--- config.mk ---
export PLATFORM = sky130hd
export DESIGN_NAME = reg_save_restore
export DESIGN_NICKNAME = d
export VERILOG_FILES = /design/src/rtl/reg_save_restore_pkg.sv /design/src/rtl/reg_save_restore.sv
export SDC_FILE = /design/constraint.sdc
export NUM_CORES = 1
export LEC_CHECK = 0
export CAP_MARGIN = 20
export CORE_UTILIZATION = 30
export CTS_BUF_LIST = sky130_fd_sc_hd__clkbuf_8
export DETAILED_ROUTE_END_ITERATION = 12
export HOLD_SLACK_MARGIN = 0.12
export PLACE_DENSITY = 0.54
export SLEW_MARGIN = 40
export SYNTH_ARGS = -nofsm -noshare
export SYNTH_HDL_FRONTEND = slang
export SYNTH_SLANG_ARGS = --single-unit
--- constraint.sdc ---
create_clock -name clk -period 2.84 [get_ports clk]
set_input_delay 0.426 -clock clk [delete_from_list [all_inputs] [get_ports clk]]
set_output_delay 0.426 -clock clk [all_outputs]
set_load 0.01 [all_outputs]
--- src/rtl/reg_save_restore_pkg.sv ---
// Shared types for the register-file save/restore sequencer.
// Holds the FSM state encoding and the transfer-direction constants that
// the top module compares against when it latches a request.
package reg_save_restore_pkg;

  typedef enum logic [2:0] {
    IDLE,
    SAVE_RD,
    SAVE_WR,
    RST_RD,
    RST_WR,
    DONE
  } state_t;

  localparam logic MODE_SAVE    = 1'b0;
  localparam logic MODE_RESTORE = 1'b1;

endpackage

--- src/rtl/reg_save_restore.sv ---
// Register-file save/restore sequencer.
// Save:    walks r0..r(2**D-1) through the RF read port and writes each word
//          to data memory at base, base+1, ... (address wraps mod 2**A).
// Restore: reads the same memory window back and writes it into the RF.
// Ports:
//   clk, init_n             clock and asynchronous active-low reset
//   start, mode, base_addr  request; mode/base latched on the accepted start
//   busy, done              transfer in progress / one-cycle completion pulse
//   rf_raddr, rf_rdata      RF read port (combinational read data)
//   rf_we, rf_waddr, rf_wdata  RF write port
//   mem_req, mem_we, mem_addr, mem_wdata, mem_rdata, mem_ack
//                           memory request/ack handshake
// Every output is a flop loaded from the next-state decode, so there is no
// combinational path from mem_ack (or any other input) to an output.
module reg_save_restore
  import reg_save_restore_pkg::*;
#(
  parameter int W = 8,
  parameter int D = 3,
  parameter int A = 8
) (
  input  logic         clk,
  input  logic         init_n,
  input  logic         start,
  input  logic         mode,
  input  logic [A-1:0] base_addr,
  output logic         busy,
  output logic         done,
  output logic [D-1:0] rf_raddr,
  input  logic [W-1:0] rf_rdata,
  output logic         rf_we,
  output logic [D-1:0] rf_waddr,
  output logic [W-1:0] rf_wdata,
  output logic         mem_req,
  output logic         mem_we,
  output logic [A-1:0] mem_addr,
  output logic [W-1:0] mem_wdata,
  input  logic [W-1:0] mem_rdata,
  input  logic         mem_ack
);

  localparam logic [D-1:0] IDX_LAST = '1;

  state_t       state_q, state_d;
  logic [D-1:0] idx_q, idx_d;
  logic [W-1:0] buf_q, buf_d;
  logic [A-1:0] base_q, base_d;
  logic         mode_q, mode_d;

  logic         req_d;
  logic         rfwe_d;

  always_comb begin
    state_d = state_q;
    idx_d   = idx_q;
    buf_d   = buf_q;
    base_d  = base_q;
    mode_d  = mode_q;
    unique case (state_q)
      IDLE: begin
        if (start) begin
          mode_d  = mode;
          base_d  = base_addr;
          idx_d   = '0;
          state_d = (mode == MODE_SAVE) ? SAVE_RD : RST_RD;
        end
      end
      SAVE_RD: begin
        buf_d   = rf_rdata;
        state_d = SAVE_WR;
      end
      SAVE_WR: begin
        if (mem_ack) begin
          if (idx_q == IDX_LAST) begin
            state_d = DONE;
          end else begin
            idx_d   = idx_q + D'(1);
            state_d = SAVE_RD;
          end
        end
      end
      RST_RD: begin
        if (mem_ack) begin
          buf_d   = mem_rdata;
          state_d = RST_WR;
        end
      end
      RST_WR: begin
        if (idx_q == IDX_LAST) begin
          state_d = DONE;
        end else begin
          idx_d   = idx_q + D'(1);
          state_d = RST_RD;
        end
      end
      DONE:    state_d = IDLE;
      default: state_d = IDLE;
    endcase
  end

  // Output decode of the state being entered; registered below so each
  // output lines up with the state it belongs to.
  assign req_d  = (state_d == SAVE_WR) || (state_d == RST_RD);
  assign rfwe_d = (state_d == RST_WR);

  always_ff @(posedge clk or negedge init_n) begin
    if (!init_n) begin
      state_q   <= IDLE;
      idx_q     <= '0;
      buf_q     <= '0;
      base_q    <= '0;
      mode_q    <= MODE_SAVE;
      busy      <= 1'b0;
      done      <= 1'b0;
      rf_raddr  <= '0;
      rf_we     <= 1'b0;
      rf_waddr  <= '0;
      rf_wdata  <= '0;
      mem_req   <= 1'b0;
      mem_we    <= 1'b0;
      mem_addr  <= '0;
      mem_wdata <= '0;
    end else begin
      state_q   <= state_d;
      idx_q     <= idx_d;
      buf_q     <= buf_d;
      base_q    <= base_d;
      mode_q    <= mode_d;
      busy      <= (state_d != IDLE) && (state_d != DONE);
      done      <= (state_d == DONE);
      rf_raddr  <= (state_d == SAVE_RD) ? idx_d : '0;
      rf_we     <= rfwe_d;
      rf_waddr  <= rfwe_d ? idx_d : '0;
      rf_wdata  <= rfwe_d ? buf_d : '0;
      mem_req   <= req_d;
      mem_we    <= req_d && (mode_d == MODE_SAVE);
      // Address sum is truncated to A bits, so it wraps past 2**A-1.
      mem_addr  <= req_d ? A'(base_d + A'(idx_d)) : '0;
      mem_wdata <= (state_d == SAVE_WR) ? buf_d : '0;
    end
  end

endmodule

==> flow_summary.yaml, run 1 <==
run_status:
  status: "finished, final reports clean"
logic_synthesis:
  synth_edf_count: 0
  ys_seq_area_share_pct: 57.1
  ys_types: 46
  synth_nets: 263
  avgSynthCellArea_um2: 11.1
  ys_dominant_reg_cell: "dfrtp_1"
  async_reset_ff_share_pct: 100
  yosys_warnings: 0
  yosys_register_bits: 58
  synth_cells: 229
  syn_area_um2: 2540
timing:
  rsz0062_at_grt: "yes"
  hold_slack_ns: 0.486
  skew_ns: 0.00919
  max_freq_mhz: 374
  setup_viol: 0
  finalHoldViolCount: 0
  tightest_slew_ns: 0.691
  min_period_ns: 2.68
  maxSlewViolCount: 0
  min_period_over_period_pct: 94.2
  slew-limit-headroom_pct: 53.8
critical_path:
  critPathLaunchType: "flop"
  slowest_stage: "dfrtp_1"
  crit_family: "compound AO/OA/AOI/OAI gates"
  slowest_delay_ns: 0.41
  cp_cell_sequence: "ha_1, and2_1, a221o_1, a32oi_2, inv_1, ha_1, a21o_1, a21oi_1, buf_4, nor4_4, mux2i_1"
  cp_common_cell: "ha_1"
  crit_path_max_fanout: 4
  critPathBufInv: 2
  arrival_ns: 2.93
  end_kind: "flop"
  path_class: "flop to flop"
  required_ns: 3.10
detailed_routing:
  drc: 0
  drt_pass1_iterations: 4
  drt_wl_total_um: 5600
  num_vias: 1898
  drt_iter0_markers: 69
  wire_per_inst_um: 13.3
  viasPerCell: 4.50
  ant_nets: 0
layout:
  insertedDiodeCount: 0
  utilization_pct: 44.1
  synthToLayoutAreaGrowth_pct: 42.3
  stdcell_count: 422
  nets: 346
  drive_above_1_share_pct: 15.1
  design_area_um2: 3620
global_route:
  groute.usage.overall_pct: 14.0
  antenna_found_initial: 0
  grt_pass1_vias: 1834
  grt.overflow.total: 0
  grt_pass1_wl_um: 9160
  grt_start_max_net_pins: 26
hold_path:
  hp-class: "flop to flop"
floorplan:
  die_x_um: 94.1
  dieArea_um2: 8850
  dieHeight_um: 94.1
  ios: 64
  core_um2: 8220
  start_util_pct: 31.0
  std_cell_rows: 33
clock_network:
  cts_tree: "done"
  insertion_delay_ns: 0.34
  htreeDepth: 3
  cts.sinks: 58
  cts_root_buffer: "clkbuf_8"
  cts_made_buffers: 9
  cts_max_path_buffers: 2
  path_clk_slew_ns: 0.06
  post-cts-setup-buffer-count: 0
placement:
  hpwl_um: 4160
  place_inst: 405
  io_buffers: 63
  gp_congestion: 0.756
  dpl_cell_area_um2: 3390
pwr:
  p_leak_nw: 1.65
  power_density_nw_per_um2: 995
  irDropWorstVdd_v: 0.000291
job:
  drv_cap: 0
==> tightest hold or removal path, cell delays in order (launching register included) <==
cell	delay, ns
dfrtp_1	0.32
nand2_1	0.05
nand2_1	0.08
==> flip-flops by register name, summed over array words and instances (netlist names), 3 cells and up <==
| signal | cells |
|---|---|
| base_q | 8 |
| buf_q | 8 |
| mem_addr | 8 |
| mem_wdata | 8 |
| rf_wdata | 8 |
| idx_q | 3 |
| rf_raddr | 3 |
| rf_waddr | 3 |
| state_q | 3 |
==> cell usage in the layout, fill, tap and decap left out, types with 3 or more instances in the layout <==
master / n
a21oi_1: 3
and2_1: 11
buf_4: 20
clkbuf_8: 11
clkdlybuf4s50_1: 62
clkinv_2: 3
dfrtp_1: 58
ha_1: 4
inv_1: 19
mux2i_1: 5
nand2_1: 15
nand2b_1: 3
nor2_1: 26
nor2b_1: 6
nor3_1: 3
nor3b_1: 4
nor4bb_1: 8
o21ai_0: 11
o221ai_1: 7
xnor2_1: 3
==> cells by family (layout without fill, tap and decap cells) <==
group	after synthesis	after routing	share of synthesized area, %
buffers and inverters	31	119	5.21
multiplexers	8	8	3.54
XOR/XNOR	4	4	1.38
AND/OR/NAND/NOR	84	84	19.3
adder cells (fa/ha/maj)	5	5	2.75
flip-flops	58	58	57.1
AO/OA/AOI/OAI	39	39	10.7
==> metal layers <==
| metal | GRT usage [%] | part of all wire (%) |
|---|---|---|
| met5 | 0 | 0 |
| met4 | 8.21 | 2.8 |
| met3 | 2.91 | 3.3 |
| met2 | 19.5 | 45 |
| met1 | 19.9 | 49 |
==> through the flow <==
stage / power, mW / setup WS, ns / TNS [ns]
after CTS: 3.63 / 0.127 / 0
after global placement: 2.82 / -0.0625 / -0.151
after floorplan: 2.19 / 0.193 / 0
after global routing: 3.88 / -0.0589 / -0.0589
after detailed placement: 2.84 / -0.130 / -0.353
final: 3.60 / 0.165 / 0
==> power by group <==
part           switching [mW]  internal, mW  leakage, nW
registers               0.131          1.11        0.747
clock network           0.319         0.448        0.105
logic                   0.813         0.785        0.803
total                    1.26          2.34         1.65
==> cells in the mapped netlist (2+ instances only) <==
| library cell | n | area, um2 |
|---|---|---|
| dfrtp_1 | 58 | 1450 |
| nor2_1 | 26 | 97.6 |
| inv_1 | 19 | 71.3 |
| nand2_1 | 15 | 56.3 |
| and2_1 | 11 | 68.8 |
| o21ai_0 | 11 | 55.1 |
| nor4bb_1 | 8 | 80.1 |
| o221ai_1 | 7 | 61.3 |
| clkbuf_1 | 6 | 22.5 |
| nor2b_1 | 6 | 37.5 |
| a21oi_1 | 5 | 25.0 |
| mux2i_1 | 5 | 50.1 |
| buf_2 | 4 | 20.0 |
| ha_1 | 4 | 50.1 |
| nor3b_1 | 4 | 30.0 |
| nand2b_1 | 3 | 18.8 |
| nor3_1 | 3 | 15.0 |
| xnor2_1 | 3 | 26.3 |
| a21o_1 | 2 | 15.0 |
| o21a_1 | 2 | 15.0 |
| o21bai_1 | 2 | 15.0 |
==> worst paths after layout <==
check,slack (ns),startpoint,endpoint,depth (start not counted)
max,0.16,idx_q[0],mem_addr[7],11
min,0.49,mode_q,mode_q,2
max reg2reg,0.16,idx_q[0],mem_addr[7],11
min reg2reg,0.49,mode_q,mode_q,2
max in group asynchronous,1.58,init_n,rf_wdata[0],3
min in group asynchronous,0.60,init_n,busy,2
==> cell type report <==
class                           instances  area [um2]
Timing Repair Buffer                   84         786
Clock inverter                          5        52.6
Fill cell                             801        4600
Sequential cell                        58        1450
Tap cell                              105         131
Clock buffer                           11         151
Multi-Input combinational cell        140         976
Inverter                               19        71.3
==> timing repair <==
action | in CTS | in global routing
hold buffers | 1 | 0
resized for setup | 0 | 4
setup endpoints to repair | 0 | 2
hold endpoints to repair | 23 | 0
Power figures use the tool's default switching activity.
==> inputs of run 2 (changes only) <==
--- a/config.mk
+++ b/config.mk
@@ -8,8 +8,10 @@
 export CAP_MARGIN = 20
 export CORE_UTILIZATION = 30
 export CTS_BUF_LIST = sky130_fd_sc_hd__clkbuf_8
+export CTS_CLUSTER_SIZE = 25
 export DETAILED_ROUTE_END_ITERATION = 12
 export HOLD_SLACK_MARGIN = 0.12
+export MAX_ROUTING_LAYER = met4
 export PLACE_DENSITY = 0.54
 export SLEW_MARGIN = 40
 export SYNTH_ARGS = -nofsm -noshare
==> constraint.sdc (replaced) <==
create_clock -name clk -period 2.84 [get_ports clk]
set_input_delay 0.426 -clock clk [delete_from_list [all_inputs] [get_ports clk]]
set_output_delay 0.426 -clock clk [all_outputs]
set_load 0.02 [all_outputs]
==> flow_summary.yaml, run 2 (synthesis results as in run 1) <==
run_status:
  status: "finished, final reports clean"
layout:
  utilization_pct: 44.1
  nets: 346
  insertedDiodeCount: 0
  nFillCells: 801
  stdcell_count: 422
  drive_above_1_share_pct: 15.1
  seqCellArea_um2: 1450
  synthToLayoutAreaGrowth_pct: 42.3
  final_cell_mix: "clkdlybuf4s50_1 (62), dfrtp_1 (58), nor2_1 (26), buf_4 (20), inv_1 (19)"
  multiInputGateArea_um2: 976
  final_common_cell: "clkdlybuf4s50_1"
clock_network:
  path_clk_slew_ns: 0.07
  insertion_delay_ns: 0.34
  cts_max_path_buffers: 2
  cts_made_buffers: 9
  cts.sinks: 58
  cts_tree: "done"
  htreeDepth: 3
  cts_root_buffer: "clkbuf_8"
global_route:
  groute.usage.overall_pct: 14.5
  antenna_found_initial: 0
  grt_start_max_net_pins: 26
  grt_pass1_vias: 1834
  grt_pass1_wl_um: 9180
  grt.overflow.total: 0
detailed_routing:
  drt_pass1_iterations: 4
  wire_per_inst_um: 13.3
  drc: 0
  drt_wl_total_um: 5610
  drt_iter0_markers: 60
  ant_nets: 0
  num_vias: 1898
  viasPerCell: 4.50
placement:
  gp_congestion: 0.766
  place_inst: 405
  io_buffers: 63
  hpwl_um: 4160
timing:
  finalHoldViolCount: 0
  slew-limit-headroom_pct: 53.6
  hold_slack_ns: 0.486
  rsz0062_at_grt: "yes"
  min_period_ns: 2.67
  min_period_over_period_pct: 94.0
  tightest_slew_ns: 0.695
  skew_ns: 0.00926
  setup_viol: 0
  tns_ns: 0
  maxSlewViolCount: 0
  max_freq_mhz: 374
floorplan:
  dieHeight_um: 94.1
  dieArea_um2: 8850
  core_um2: 8220
  die_x_um: 94.1
  ios: 64
  std_cell_rows: 33
  start_util_pct: 31.0
critical_path:
  crit_path_max_fanout: 4
  rr_startpoint: "idx_q[0]"
  rr_worst_depth: 11
  cp-startpoint: "idx_q[0]"
  critPathLaunchType: "flop"
  r2r_end: "mem_addr[7]"
  r2r_slack_ns: 0.17
  end_kind: "flop"
  required_ns: 3.10
  path_class: "flop to flop"
  arrival_ns: 2.93
hold_path:
  hold_end: "base_q[2]"
  hp-class: "flop to flop"
  min_from: "base_q[2]"
  holdPathStages: 2
job:
  drv_cap: 0
pwr:
  irDropWorstVdd_v: 0.000292
  power_density_nw_per_um2: 1020
  p_leak_nw: 1.65
[run 2: cell counts in the layout (fill, tap and decap cells not counted)]
Identical to the previous run, type by type.
[run 2: report_power, final]
group	total, mW	switching (mW)	internal [mW]
clock network	0.767	0.320	0.448
logic	1.69	0.902	0.786
registers	1.24	0.132	1.11
[run 2: repair_timing]
item                                    in CTS  in global routing
setup buffers                                0                  0
hold buffers                                 1                  0
endpoints found under the setup margin       0                  2
hold endpoints to repair                    23                  0
resized for setup                            0                  4
[run 2: per-layer routing]
layer | global-route usage [%] | routed length [um] | part of all wire [%]
met2 | 19.4 | 2540 | 45
met5 | - | 0 | 0
met1 | 20.2 | 2750 | 49
met3 | 2.75 | 169 | 3.0
met4 | 8.21 | 152 | 2.7
[run 2: cell type report]
class                      count  share of cell area (%)
sequential                    58                    40.1
clock buffer                  11                    4.18
multi-input combinational    140                    27.0
tap                          105                    3.63
timing repair buffer          84                    21.7
clock inverter                 5                    1.45
inverter                      19                    1.97
[run 2: worst max path at each step]
| stage | to |
|---|---|
| 2_1_floorplan | mem_addr[5] |
| 3_3_place_gp | mem_addr[6] |
| 3_5_place_dp | mem_addr[6] |
| 4_1_cts | mem_addr[4] |
| 5_1_grt | mem_addr[7] |
| 6_report | mem_addr[7] |
[run 2: metrics by stage]
step	total power [mW]	setup slack, ns	cell area (um2)
after floorplan	2.28	0.193	2540
after global placement	2.91	-0.0625	3390
after detailed placement	2.93	-0.130	3390
after CTS	3.72	0.127	3600
after global routing	3.97	-0.0589	3620
final	3.69	0.169	3620
[run 2: worst max-delay path, stage by stage (launching register included)]
cell,delay [ns]
dfrtp_1,0.41
ha_1,0.26
and2_1,0.21
a221o_1,0.34
a32oi_2,0.18
inv_1,0.12
ha_1,0.29
a21o_1,0.12
a21oi_1,0.06
buf_4,0.15
nor4_4,0.23
mux2i_1,0.22
==> inputs of run 3 (changes only) <==
--- a/config.mk
+++ b/config.mk
@@ -12,7 +12,7 @@
 export DETAILED_ROUTE_END_ITERATION = 12
 export HOLD_SLACK_MARGIN = 0.12
 export MAX_ROUTING_LAYER = met4
-export PLACE_DENSITY = 0.54
+export PLACE_DENSITY = 0.58
 export SLEW_MARGIN = 40
 export SYNTH_ARGS = -nofsm -noshare
 export SYNTH_HDL_FRONTEND = slang
==> flow_summary.yaml, run 3 (synthesis results as in run 1) <==
global_route:
  grt_start_max_net_pins: 25
  groute.usage.overall_pct: 14.4
  grt_pass1_vias: 1917
  antenna_found_initial: 0
  grt_pass1_wl_um: 9360
  grt.overflow.total: 0
detailed_routing:
  num_vias: 1907
  drt_iter0_markers: 86
  wl_met1_um: 2660
  viasPerCell: 4.53
  wire_per_inst_um: 13.4
  drt_pass1_iterations: 4
  drt_wl_total_um: 5650
  top_layer_used: "met4"
  wl_met2_um: 2680
  ant_nets: 0
  drc: 0
  met3_length_um: 209
timing:
  finalHoldViolCount: 0
  maxSlewViolCount: 0
  tns_ns: 0
  min_period_ns: 2.67
  min_period_over_period_pct: 94.0
  timing.final.ws_setup_ns: 0.171
  rsz0062_at_grt: "yes"
  slew-limit-headroom_pct: 56.1
  tightest_slew_ns: 0.657
  skew_ns: 0.00932
  max_freq_mhz: 375
  setup_viol: 0
pwr:
  p_leak_nw: 1.66
  irDropWorstVdd_v: 0.000318
  p_total_mw: 3.75
  power_density_nw_per_um2: 1040
clock_network:
  insertion_delay_ns: 0.33
  htreeDepth: 3
  path_clk_slew_ns: 0.07
  cts_tree: "done"
  cts.sinks: 58
  cts_made_buffers: 9
  cts_root_buffer: "clkbuf_8"
  cts_max_path_buffers: 2
  post-cts-setup-buffer-count: 0
layout:
  final_common_cell: "clkdlybuf4s50_1"
  nets: 345
  utilization_pct: 44.0
  insertedDiodeCount: 0
  synthToLayoutAreaGrowth_pct: 42.3
  final_cell_mix: "clkdlybuf4s50_1 (62), dfrtp_1 (58), nor2_1 (26), inv_1 (20), buf_4 (19)"
  drive_above_1_share_pct: 14.2
floorplan:
  die_x_um: 94.1
  core_um2: 8220
  start_util_pct: 31.0
  ios: 64
  std_cell_rows: 33
  dieHeight_um: 94.1
  dieArea_um2: 8850
job:
  drv_cap: 0
hold_path:
  hold_end: "base_q[0]"
  holdPathStages: 2
  min_from: "base_q[0]"
  hp-class: "flop to flop"
critical_path:
  end_kind: "flop"
  r2r_end: "mem_addr[7]"
  rr_startpoint: "idx_q[0]"
  critPathLaunchType: "flop"
  required_ns: 3.10
  r2r_slack_ns: 0.17
  arrival_ns: 2.92
  path_class: "flop to flop"
  rr_worst_depth: 11
  crit_path_max_fanout: 4
placement:
  hpwl_um: 4230
  dpl_worst_slack_ns: -0.126
  gp_congestion: 0.780
  io_buffers: 63
run_status:
  status: "finished, final reports clean"
==> run 3: routing by layer <==
| layer | track usage, % | vias to the layer above |
|---|---|---|
| li1 | - | 944 |
| met1 | 19.3 | 910 |
| met2 | 21.2 | 43 |
| met3 | 2.83 | 10 |
| met4 | 6.15 | 0 |
| met5 | - | - |
==> run 3: timing repair <==
action,in CTS,in global routing
endpoints found under the setup margin,0,2
resized for setup,0,2
hold buffers,1,0
endpoints found under the hold margin,17,0
==> run 3: stage by stage <==
stage                     cells  hold WS [ns]  area (um2)
final                       421         0.488        3620
after global routing        421         0.511        3620
after CTS                   421         0.496        3610
after detailed placement    404         0.387        3380
after global placement      404         0.386        3380
after floorplan             229         0.130        2540
==> run 3: critical path, cell delays in order, from the launching register on <==
cell and delay (ns):
dfrtp_1 0.41, ha_1 0.25, and2_1 0.21, a221o_1 0.34
a32oi_1 0.22, inv_1 0.13, ha_1 0.29, a21o_1 0.11
a21oi_1 0.06, buf_4 0.15, nor4_4 0.22, mux2i_1 0.20
==> run 3: how the worst max path moves through the flow <==
stage                   from           to  slack [ns]
finish              idx_q[0]  mem_addr[7]        0.17
global placement       start  mem_addr[7]       -0.03
floorplan            mem_ack  mem_addr[5]        0.19
detailed placement     start  mem_addr[6]       -0.13
global route        idx_q[0]  mem_addr[7]      -0.002
CTS                 idx_q[0]  mem_addr[4]        0.12
==> run 3: cell type report <==
type,count,area [um2]
clock buffer,10,138
clock inverter,6,81.3
fill,805,4600
inverter,19,71.3
multi-input combinational,140,967
sequential,58,1450
tap,105,131
timing repair buffer,83,778
==> run 3: power by group <==
| group | internal [mW] | switching [mW] |
|---|---|---|
| Clock | 0.511 | 0.322 |
| Sequential | 1.11 | 0.119 |
| Combinational | 0.777 | 0.913 |
